===== src/rtl/qcv_bus_arbiter.sv =====
// qcv_bus_arbiter: merges fetch and data ports onto one req/gnt/rvalid memory port with in-order response routing
module qcv_bus_arbiter #(
  parameter int MAX_OUTSTANDING = 2,
  parameter bit DATA_PRIO = 1'b1
) (
  input  logic        clk_i,
  input  logic        rst_i,
  input  logic        instr_req_i,
  output logic        instr_gnt_o,
  output logic        instr_rvalid_o,
  input  logic [31:0] instr_addr_i,
  output logic [31:0] instr_rdata_o,
  output logic        instr_err_o,
  input  logic        data_req_i,
  output logic        data_gnt_o,
  output logic        data_rvalid_o,
  input  logic        data_we_i,
  input  logic [3:0]  data_be_i,
  input  logic [31:0] data_addr_i,
  input  logic [31:0] data_wdata_i,
  output logic [31:0] data_rdata_o,
  output logic        data_err_o,
  output logic        mem_req_o,
  input  logic        mem_gnt_i,
  input  logic        mem_rvalid_i,
  output logic        mem_we_o,
  output logic [3:0]  mem_be_o,
  output logic [31:0] mem_addr_o,
  output logic [31:0] mem_wdata_o,
  input  logic [31:0] mem_rdata_i,
  input  logic        mem_err_i,
  output logic        busy_o
);
  localparam int AW = MAX_OUTSTANDING > 1 ? $clog2(MAX_OUTSTANDING) : 1;
  localparam int CW = $clog2(MAX_OUTSTANDING) + 1;
  typedef enum logic {IDLE, HOLD} state_t;
  state_t state;
  logic hold_sel, rr_data, full, sel_data, accept, pop, head;
  logic [MAX_OUTSTANDING-1:0] src_q;
  logic [AW-1:0] wr_ptr, rd_ptr;
  logic [CW-1:0] count;
  function automatic logic [AW-1:0] inc(input logic [AW-1:0] p);
    return p == AW'(MAX_OUTSTANDING - 1) ? '0 : p + 1'b1;
  endfunction
  // Selection is frozen while waiting for grant; fullness uses the registered count so rvalid never reaches req
  always_comb begin
    full = count == CW'(MAX_OUTSTANDING);
    sel_data = state == HOLD ? hold_sel : data_req_i & (DATA_PRIO | ~instr_req_i | rr_data);
    mem_req_o = state == HOLD ? (hold_sel ? data_req_i : instr_req_i) : ~full & (instr_req_i | data_req_i);
    mem_addr_o = mem_req_o ? (sel_data ? data_addr_i : instr_addr_i) : '0;
    mem_we_o = mem_req_o & sel_data & data_we_i;
    mem_be_o = mem_req_o ? (sel_data ? data_be_i : 4'hF) : 4'h0;
    mem_wdata_o = mem_req_o & sel_data ? data_wdata_i : '0;
    accept = mem_req_o & mem_gnt_i;
    instr_gnt_o = accept & ~sel_data;
    data_gnt_o = accept & sel_data;
    pop = mem_rvalid_i & (count != '0);
    head = src_q[rd_ptr];
    instr_rvalid_o = pop & ~head;
    data_rvalid_o = pop & head;
    instr_rdata_o = instr_rvalid_o ? mem_rdata_i : '0;
    data_rdata_o = data_rvalid_o ? mem_rdata_i : '0;
    instr_err_o = instr_rvalid_o & mem_err_i;
    data_err_o = data_rvalid_o & mem_err_i;
    busy_o = (count != '0) | (state == HOLD) | instr_req_i | data_req_i;
  end
  // Arbitration state, round-robin pointer and the source-id FIFO that routes responses back
  always_ff @(posedge clk_i) begin
    if (rst_i) begin
      state <= IDLE;
      hold_sel <= 1'b0;
      rr_data <= 1'b0;
      src_q <= '0;
      wr_ptr <= '0;
      rd_ptr <= '0;
      count <= '0;
    end else begin
      state <= mem_req_o & ~mem_gnt_i ? HOLD : IDLE;
      if (state == IDLE) hold_sel <= sel_data;
      if (accept) begin
        src_q[wr_ptr] <= sel_data;
        wr_ptr <= inc(wr_ptr);
        rr_data <= ~sel_data;
      end
      if (pop) rd_ptr <= inc(rd_ptr);
      count <= count + CW'(accept) - CW'(pop);
    end
  end
endmodule


===== config.mk =====
export PLATFORM = sky130hd
export DESIGN_NAME = qcv_bus_arbiter
export DESIGN_NICKNAME = d
export VERILOG_FILES = /design/src/rtl/qcv_bus_arbiter.sv
export SDC_FILE = /design/constraint.sdc
export NUM_CORES = 1
export LEC_CHECK = 0
export ABC_AREA = 1
export CORE_AREA = 5 5 107 109
export CTS_CLUSTER_DIAMETER = 30
export CTS_CLUSTER_SIZE = 30
export DETAILED_ROUTE_END_ITERATION = 10
export DIE_AREA = 0 0 112 114
export DONT_BUFFER_PORTS = 1
export PLACE_DENSITY = 0.37
export SLEW_MARGIN = 10
export SYNTH_ARGS = -nofsm -noshare
export SYNTH_HDL_FRONTEND = slang
export SYNTH_SLANG_ARGS = --single-unit
export TNS_END_PERCENT = 5

===== constraint.sdc =====
create_clock -name clk_i -period 2 [get_ports clk_i]
set_input_delay 0.4 -clock clk_i [delete_from_list [all_inputs] [get_ports clk_i]]
set_output_delay 0.4 -clock clk_i [all_outputs]
set_load 0.005 [all_outputs]

==> results summary <==
The cell count after synthesis came out at 432. The worst setup path is of the reg -> out kind. The average via count per standard cell came out at 4.24. The routability congestion estimate from global placement came out at 0.918. The startpoint identified for the worst register-to-register timing path is count[1].

The critical path launch point is count[0]. The total of buffers placed on input and output ports is 0. The aggregate global-route resource usage is 10.8%. The min-delay analysis places its worst path in the category in -> reg. The logic depth of the worst register-to-register path is 8. The TritonCTS buffer count came out at 3. Counting every net in the synthesized netlist gives 573. The number of cells on the worst hold path came out at 1. The remaining max-slew budget at the tightest pin is 67.3%. The total wire length came out at 8470 um. The initial antenna violation count came to 1. Of the cells placed in the final design, the portion with a size suffix greater than 1 is 6.44%. The number of synthesis warnings came out at 0. The routed layout has 2373 vias.

The antenna violation net count after detailed routing came out at 0. The total clock sinks is 8. The power density over the cells came out at 859 nW/um^2. Cells fill 19.9% of the core in the end. Registers take 160 sq um. The required time reported for the critical path endpoint is 1600 ps.

Clock tree synthesis selected as its root buffer the cell clkbuf_8. The final hold violation count came out at 0. The leakage power total is 1.51 nW. From left edge to right edge, the die measures 112 um. The post-detailed-route DRC marker count came out at 0. The worst hold margin is 238 ps.

The number of buffers added for setup after CTS is 0. The fraction of post-synthesis cell area in the top cell type by area is 28.6%. In this run, synthesis produced a sequential element count of 8. The worst register-to-register path ends at count[1]. Counting the fill cells in the layout gives 1237. Yosys attributes the largest share of cell area to nand2_1, nor2_1, inv_1. The layout overhead on the synthesized area came out at 7.47%. The wire length per cell after detailed routing came out at 15.1 um. The post-placement setup slack is 192 ps.

The synthesized area per cell is 4.50 sq um. During I/O placement, the number of pins put on the boundary was 281. STA classifies the critical path endpoint as an output pin. The net count of the finished layout is 562. The arrival time of the worst setup path is 1500 ps. After layout, the worst setup slack is 100 ps. The multi-input gate area in the final layout came out at 1230 sq um. The sequential share of the synthesized area came out at 8.25%.

The transition time at the pin with the least slew margin came out at 491 ps. The number of DRC violations after detailed-routing iteration 0 is 162. Setup repair after global routing could not meet its margin everywhere. The period utilization is 95.0%.

The flow ran to the end, and the final reports show no timing, DRC or antenna violations. The die covers 12800 sq um. The hold path endpoint is wr_ptr. Of all nets on the critical path, the largest fanout is 12. The total of endpoints with negative setup slack in the final report is 0.

The overall die height came out at 114 um. The row count came out at 38. The first-pass iteration count of the detailed router came out at 6. The placed wire-length estimate after detailed placement is 7000 um. The clock period minus final worst setup slack is 1900 ps. The CTS clock-pin slew for the worst setup and hold paths is 40 ps. The worst-case register-to-register setup slack came out at 570 ps. The area of the core came out at 10500 sq um. The number of global-route vias before repair came out at 2282. The post-detailed-placement cell area is 1960 sq um.

Counting along the longest clock path gives a buffer depth of 2. In this run the number of H-tree levels came out at 1. The total negative setup slack came out at 0 ps.

Of all cell types, the one taking the most synthesized area is nand2_1. At the later pin of the worst-skew pair, clock insertion delay measures 230 ps. Once the floorplan was initialized, standard cells occupied 18.5% of the core. The number of buffers inserted for hold repair after clock tree synthesis is 0. The worst supply voltage drop on vdd came out at 0.000263 V. The count of maximum capacitance violations came out at 0.

TritonCTS built the clock tree. The area of the mapped netlist is 1940 sq um. Summing all non-filler instances in the final layout gives an area of 2090 sq um. Static timing analysis puts the maximum clock frequency at 526 MHz. Across the routed clock network, the largest skew measured is 1.08 ps.

The hold path startpoint is rst_i. The number of max-slew violations in the final report is 0. The wire length of the first global-routing pass is 11300 um.

The total global routing overflow is 0. Synthesis instantiated 23 different standard cells from the library. STA classifies the critical path startpoint as a register. Entering global routing, the biggest net connects 41 pins.
-- cell usage after synthesis --
cell / number
nand2_2: 2
a21oi_1: 2
nand3_2: 1
nand2_4: 3
nor2_1: 114
xor2_1: 1
a21oi_2: 1
inv_2: 9
inv_4: 1
inv_1: 107
buf_6: 11
buf_2: 8
nand3_1: 2
nor3_2: 1
o21ai_1: 2
nand4_1: 6
buf_8: 1
o21ai_0: 1
nand2_1: 148
clkbuf_1: 1
dfxtp_1: 8
nor3_1: 1
ha_1: 1
-- report_power, final --
group          switching, W  total, W  internal, W
registers         0.0000391  0.000241     0.000202
logic              0.000999   0.00136     0.000357
clock network     0.0000653  0.000196     0.000131
total               0.00110   0.00179     0.000690
-- critical path, stage by stage, from the launching register on --
cell and delay, ps:
dfxtp_1 360, inv_2 50, nand2_1 120, nand3_4 190
nand2_8 180, buf_4 200, nand2_1 70, inv_1 80
-- repair_timing --
| item | 4_1_cts | 5_1_grt |
|---|---|---|
| setup endpoints to repair | 8 | 93 |
| pin swaps | 0 | 1 |
| resized for setup | 1 | 7 |
| cloned | 0 | 3 |
| hold endpoints to repair | 0 | 0 |
-- flip-flops by register name, indices dropped and copies added (netlist names) --
name,flops
rd_ptr,1
wr_ptr,1
hold_sel,1
src_q,2
state,1
count,2
-- layout by cell type (no fill, tap or decap), types with 2 or more instances in the layout --
master	netlist	final
nand2_1	148	148
nor2_1	114	114
inv_1	107	107
inv_2	9	9
dfxtp_1	8	8
nand4_1	6	6
nand2_4	3	5
clkbuf_8	0	3
o21ai_1	2	2
nand3_4	0	2
nand2_8	0	2
a21oi_1	2	2
-- stage by stage --
| stage | total power (W) | instances |
|---|---|---|
| floorplan | 0.00138 | 432 |
| global placement | 0.00147 | 553 |
| detailed placement | 0.00148 | 553 |
| CTS | 0.00170 | 556 |
| global route | 0.00202 | 560 |
| finish | 0.00179 | 560 |
-- cells by family after synthesis --
group | count (synthesis) | synth area share (%)
XOR/XNOR | 1 | 0.451
buffers and inverters | 138 | 32.2
adder cells (fa/ha/maj) | 1 | 0.644
AO/OA/AOI/OAI | 6 | 1.74
AND/OR/NAND/NOR | 278 | 56.8
flip-flops | 8 | 8.25
-- worst max-delay path by stage --
stage	end	slack, ps	cells after the start
after floorplan	mem_addr_o[12]	550	8
after global placement	mem_wdata_o[15]	240	6
after detailed placement	mem_wdata_o[19]	190	6
after CTS	mem_wdata_o[19]	20	6
after global routing	data_rdata_o[3]	-90	5
final	mem_addr_o[0]	100	7
-- cell type report --
class	count	area share (%)
Multi-Input combinational cell	289	59.1
Inverter	117	21.4
Clock buffer	3	1.98
Timing Repair Buffer	2	1.32
Sequential cell	8	7.67
Tap cell	140	8.39
Antenna cell	1	0.120
-- per-layer routing --
| metal | vias up | track usage (%) | routed length [um] |
|---|---|---|---|
| li1 | 1167 | - | - |
| met1 | 1028 | 11.4 | 3070 |
| met2 | 174 | 21.3 | 4610 |
| met3 | 4 | 2.23 | 701 |
| met4 | 0 | 3.45 | 81 |
| met5 | - | 0 | 0 |
Power figures use the tool's default switching activity.
